$ cat src/rtl/dzcpu_uop_sequencer.sv
// Microcode sequencer: latches opcodes, looks up flow start indices and walks ROM words,
// issuing one registered uop per cycle until the flow's end-of-flow code.
module dzcpu_uop_sequencer #(
  parameter int unsigned UOP_W  = 13,
  parameter int unsigned ADDR_W = 8
) (
  input  logic              iClock,
  input  logic              iReset,
  input  logic [7:0]        iMop,
  input  logic              iMopValid,
  output logic [7:0]        oLutMop,
  input  logic [ADDR_W-1:0] iFlowIdx,
  input  logic [ADDR_W-1:0] iCbFlowIdx,
  output logic [ADDR_W-1:0] oUopAddr,
  input  logic [UOP_W-1:0]  iUop,
  input  logic              iZeroFlag,
  input  logic              iStall,
  output logic              oUopValid,
  output logic [3:0]        oUopOp,
  output logic [4:0]        oUopOperand,
  output logic              oIncPc,
  output logic              oFlagUpdate,
  output logic              oEof,
  output logic              oFetchReq,
  output logic [7:0]        oUopCount,
  output logic              oSeqErr
);

  typedef enum logic [1:0] {StFetch, StDecode, StExec, StCbWait} state_e;

  localparam logic [3:0] OpJcb = 4'hF;

  state_e            state_q, state_d;
  logic [ADDR_W-1:0] addr_q, addr_d;
  logic [7:0]        mop_q, mop_d;
  logic [7:0]        cnt_q, cnt_d;
  logic              err_q, err_d;
  logic              valid_q, valid_d;
  logic [3:0]        op_q, op_d;
  logic [4:0]        opd_q, opd_d;
  logic              inc_q, inc_d;
  logic              fu_q, fu_d;
  logic              eof_q, eof_d;
  logic              fetch_q, fetch_d;

  logic [3:0] flow_code;
  logic [3:0] uop_op;
  logic       word_inc;
  logic       word_fu;
  logic       word_ends;

  assign flow_code = iUop[12:9];
  assign uop_op    = iUop[8:5];

  // Flow-code decode; codes 9-15 fall through as plain op.
  always_comb begin
    word_inc  = 1'b0;
    word_fu   = 1'b0;
    word_ends = 1'b0;
    case (flow_code)
      4'd1: word_inc = 1'b1;
      4'd2: word_ends = 1'b1;
      4'd3: begin
        word_inc  = 1'b1;
        word_ends = 1'b1;
      end
      4'd4: begin
        word_fu   = 1'b1;
        word_ends = 1'b1;
      end
      4'd5: begin
        word_inc  = 1'b1;
        word_fu   = 1'b1;
        word_ends = 1'b1;
      end
      4'd6: begin
        word_inc  = 1'b1;
        word_ends = iZeroFlag;
      end
      4'd7: begin
        word_inc  = 1'b1;
        word_ends = ~iZeroFlag;
      end
      4'd8: word_fu = 1'b1;
      default: ;
    endcase
  end

  always_comb begin
    state_d = state_q;
    addr_d  = addr_q;
    mop_d   = mop_q;
    cnt_d   = cnt_q;
    err_d   = err_q;
    valid_d = 1'b0;
    op_d    = '0;
    opd_d   = '0;
    inc_d   = 1'b0;
    fu_d    = 1'b0;
    eof_d   = 1'b0;
    fetch_d = 1'b0;
    if (!iStall) begin
      unique case (state_q)
        StFetch: begin
          if (iMopValid) begin
            mop_d   = iMop;
            cnt_d   = '0;
            state_d = StDecode;
          end
        end
        StDecode: begin
          addr_d  = iFlowIdx;
          state_d = StExec;
        end
        StExec: begin
          if (uop_op == OpJcb) begin
            // Prefix escape: address is reloaded from the CB table, so it simply holds here.
            state_d = StCbWait;
          end else begin
            valid_d = 1'b1;
            op_d    = uop_op;
            opd_d   = iUop[4:0];
            inc_d   = word_inc;
            fu_d    = word_fu;
            cnt_d   = (cnt_q == 8'hFF) ? cnt_q : cnt_q + 8'd1;
            if (word_ends) begin
              eof_d   = 1'b1;
              state_d = StFetch;
            end else begin
              addr_d = addr_q + ADDR_W'(1);
              if (addr_q == '1) err_d = 1'b1;
            end
          end
        end
        StCbWait: begin
          if (iMopValid) begin
            mop_d   = iMop;
            addr_d  = iCbFlowIdx;
            state_d = StExec;
          end
        end
      endcase
      fetch_d = (state_d == StFetch) || (state_d == StCbWait);
    end
  end

  always_ff @(posedge iClock) begin
    if (iReset) begin
      state_q <= StFetch;
      addr_q  <= '0;
      mop_q   <= '0;
      cnt_q   <= '0;
      err_q   <= 1'b0;
      valid_q <= 1'b0;
      op_q    <= '0;
      opd_q   <= '0;
      inc_q   <= 1'b0;
      fu_q    <= 1'b0;
      eof_q   <= 1'b0;
      fetch_q <= 1'b0;
    end else begin
      state_q <= state_d;
      addr_q  <= addr_d;
      mop_q   <= mop_d;
      cnt_q   <= cnt_d;
      err_q   <= err_d;
      valid_q <= valid_d;
      op_q    <= op_d;
      opd_q   <= opd_d;
      inc_q   <= inc_d;
      fu_q    <= fu_d;
      eof_q   <= eof_d;
      fetch_q <= fetch_d;
    end
  end

  assign oLutMop     = mop_q;
  assign oUopAddr    = addr_q;
  assign oUopValid   = valid_q;
  assign oUopOp      = op_q;
  assign oUopOperand = opd_q;
  assign oIncPc      = inc_q;
  assign oFlagUpdate = fu_q;
  assign oEof        = eof_q;
  assign oFetchReq   = fetch_q;
  assign oUopCount   = cnt_q;
  assign oSeqErr     = err_q;

endmodule

$ cat config.mk
export PLATFORM = sky130hd
export DESIGN_NAME = dzcpu_uop_sequencer
export DESIGN_NICKNAME = d
export VERILOG_FILES = /design/src/rtl/dzcpu_uop_sequencer.sv
export SDC_FILE = /design/constraint.sdc
export NUM_CORES = 1
export LEC_CHECK = 0
export BUFFER_PORTS_ARGS = -buffer_cell sky130_fd_sc_hd__buf_2
export CAP_MARGIN = 40
export CORE_AREA = 4 4 78 116
export CTS_BUF_LIST = sky130_fd_sc_hd__clkbuf_4 sky130_fd_sc_hd__clkbuf_8
export DETAILED_ROUTE_END_ITERATION = 10
export DIE_AREA = 0 0 82 120
export SYNTH_ARGS = -nofsm -noshare
export SYNTH_HDL_FRONTEND = slang
export SYNTH_SLANG_ARGS = --single-unit
export TNS_END_PERCENT = 20
$ cat constraint.sdc
create_clock -name iClock -period 2.3 [get_ports iClock]
set_input_delay 0.23 -clock iClock [delete_from_list [all_inputs] [get_ports iClock]]
set_output_delay 0.23 -clock iClock [all_outputs]
set_load 0.01 [all_outputs]
==> results_dict.tcl <==
set metrics [dict create \
    run_status "finished, final reports clean" \
    synth_enable_flop_cells 0 \
    postCtsSetupRepairBufs 0 \
    crit_fanout 8 \
    yosysTopAreaCellShare 0.420 \
    synth_commonest_cells "dfxtp_1, nor2_1, a21oi_1, mux2i_1, o21ai_0" \
    max_cap_violations 0 \
    areaGrowthSynthToFinish_pct 33.9 \
    ant_nets 0 \
    cellPowerDensity_nw_per_um2 584 \
    wire_per_inst_um 13.6 \
    synthesized_netlist_cell_count 215 \
    crit_path_cell_trace "inv_1 > ha_1 > a2111oi_4 > buf_4 > a21oi_1 > nor3_1" \
    max_slew_headroom_at_the_worst_pin 0.637 \
    synth-seq-cells 41 \
    min_path_type "in -> reg" \
    number_of_port_buffers 80 \
    synth-async-reset-ratio 0 \
    required_ns 2.52 \
    yosys.cell_count.top_type "dfxtp_1" \
    timing.critical_path.buf_inv 2 \
    synth.yosys.seq_area_share 0.420 \
    tritoncts_num_sinks 41 \
    filler_cell_count 873 \
    cts_tree "yes" \
    dp.final_hpwl_um 4240 \
    maximum_number_of_pins_on_one_net_before_global_route_repair 24 \
    count_of_cells_along_the_worst_hold_path 2 \
    grt_setup_unrepaired "false" \
    route.final.wire_length_um 5560 \
    timing.critical_path.max_delay_family "compound AO/OA/AOI/OAI gates" \
    area_enclosed_by_the_die_boundary_um2 9840 \
    final_net_count 350 \
    detail_route.drc_violations 0 \
    timing.final.crit_share 0.891 \
    finalWeightedCongestion 0.826 \
    drive_above_1_share 0.340 \
    starting_density_of_the_core 0.244 \
    max-clock-path-buffers 2 \
    total_core_area_um2 8010 \
    fin_crit_ns 2.05 \
    fmaxAchievable_mhz 488 \
    vias 1954 \
    grt_pass1_vias 1858 \
    die-height_um 120 \
    timing.critical_path.slowest_stage_cell "a2111oi_4" \
    drt_pre_antenna_iters 4 \
    placement_rows 40 \
    worst_skew_pair.late_latency_ns 0.29 \
    final.setup_skew_ns 0.00934 \
    grt_antenna_before_repair 0 \
    finish.utilization 0.327 \
    power.total_uw 1530 \
    syn_avg_cell_area_um2 9.08 \
    ir_drop_mv 0.252 \
    syn-cell-area_um2 1950 \
    drv_slew 0 \
    clk_pin_slew_worst_paths_ns 0.08 \
    die-width_um 82 \
    worstSetupEndpointType "register" \
    drt-vias-per-instance 4.79 \
    static-leakage-power_uw 0.00115 \
    yosys.area.top_type "dfxtp_1" \
    tritoncts_buffer_count 5 \
    synth_ff_type "dfxtp_1" \
    ctsResizeCount 0 \
    crit_arrival_ns 2.26 \
    critPathKind "reg -> reg" \
    yosysWarningCount 0 \
    drt_iter0_markers 120 \
    cts-htree-levels 2 \
    synth.distinct_cells 46 \
    hold_viol_final 0 \
    cts.root.buffer_cell "clkbuf_8" \
    max_stage_delay_ns 0.58 \
    worstSetupStartpointType "register" \
    io_pins 81 \
    total_setup_violations_reported_at_the_end_of_the_flow 0 \
    grt-ovfl-total 0 \
    synth.area.top_cells "dfxtp_1, mux2i_1, nor2_1" \
    rr_worst_depth 6 \
    worstMarginPinSlew_ns 0.545 \
    global_route_wire_length_before_repair_um 8720 \
    grt_use_total 0.111 \
    synth_fp_nets 263 \
    antenna-diode-count 0 \
    path_depth 6 \
    fin_tns_setup_ns 0 \
    cts.hold.buffers_added 0 \
]
[metrics by stage]
step / setup slack [ns] / std cells / cell area [um^2] / hold slack (ns)
final: 0.252 / 408 / 2620 / 0.139
after global routing: 0.0667 / 408 / 2620 / 0.136
after CTS: 0.269 / 408 / 2620 / 0.131
after detailed placement: 0.285 / 400 / 2510 / 0.437
after global placement: 0.344 / 400 / 2510 / 0.430
after floorplan: 0.544 / 215 / 1950 / 0.308
[final timing paths]
| kind | start | endpoint | slack [ns] |
|---|---|---|---|
| setup reg to reg | state_q[0]$_SDFFE_PP0N_ | oUopAddr[1]$_SDFFE_PP0P_ | 0.25 |
| setup / recovery | state_q[0]$_SDFFE_PP0N_ | oUopAddr[1]$_SDFFE_PP0P_ | 0.25 |
| hold / removal | iUop[1] | oUopOperand[1]$_SDFF_PP0_ | 0.14 |
| hold reg to reg | oSeqErr$_SDFFE_PP0P_ | oSeqErr$_SDFFE_PP0P_ | 0.45 |
[cell families (layout without fill, tap and decap cells)]
| group | Yosys count | count (layout) | share of synthesized area |
|---|---|---|---|
| DFF | 41 | 41 | 0.420 |
| adders and majority gates | 6 | 6 | 0.0384 |
| muxes | 11 | 11 | 0.0564 |
| buffers and inverters | 12 | 100 | 0.0243 |
| and+or+nand+nor | 81 | 81 | 0.216 |
| AOI/OAI and AO/OA | 54 | 54 | 0.200 |
| xor gates and xnor gates | 10 | 10 | 0.0448 |
[routing by layer]
metal	global-route usage	share of wire	up-vias
met3	0.0255	0.071	8
met5	0	0	-
li1	-	-	961
met4	0.0385	0.013	0
met2	0.190	0.50	78
met1	0.132	0.42	907
[flip-flops by register name (all words and copies together) (netlist names)]
name / count
oEof: 1
oFetchReq: 1
oFlagUpdate: 1
oIncPc: 1
oLutMop: 8
oSeqErr: 1
oUopAddr: 8
oUopCount: 8
oUopOp: 4
oUopOperand: 5
oUopValid: 1
state_q: 2
[final cells by class]
cell class	instances	area [um^2]	area share
timing repair buffer	87	453	0.173
inverter	5	18.8	0.00718
multi-input combinational	162	1090	0.417
sequential	41	821	0.314
tap	105	131	0.0502
clock buffer	7	96.3	0.0368
clock inverter	1	5.00	0.00191
[cell usage in the layout, fill, tap and decap left out, drive strengths merged, types with 9 or more instances in the layout]
cell | synthesis | final
a21oi | 11 | 11
dfxtp | 41 | 41
buf | 2 | 87
nor2 | 26 | 26
nor3 | 9 | 9
o21ai | 11 | 11
and2 | 9 | 9
mux2i | 11 | 11
[report_power, final]
group          switching, uW  internal (uW)  leakage, uW  total (uW)
Combinational            137            113     0.000762         250
Clock                    247            271    0.0000542         518
Sequential              24.2            734     0.000333         758
Total                    407           1120      0.00115        1530
Note: power is estimated with default switching activity, not from simulation.
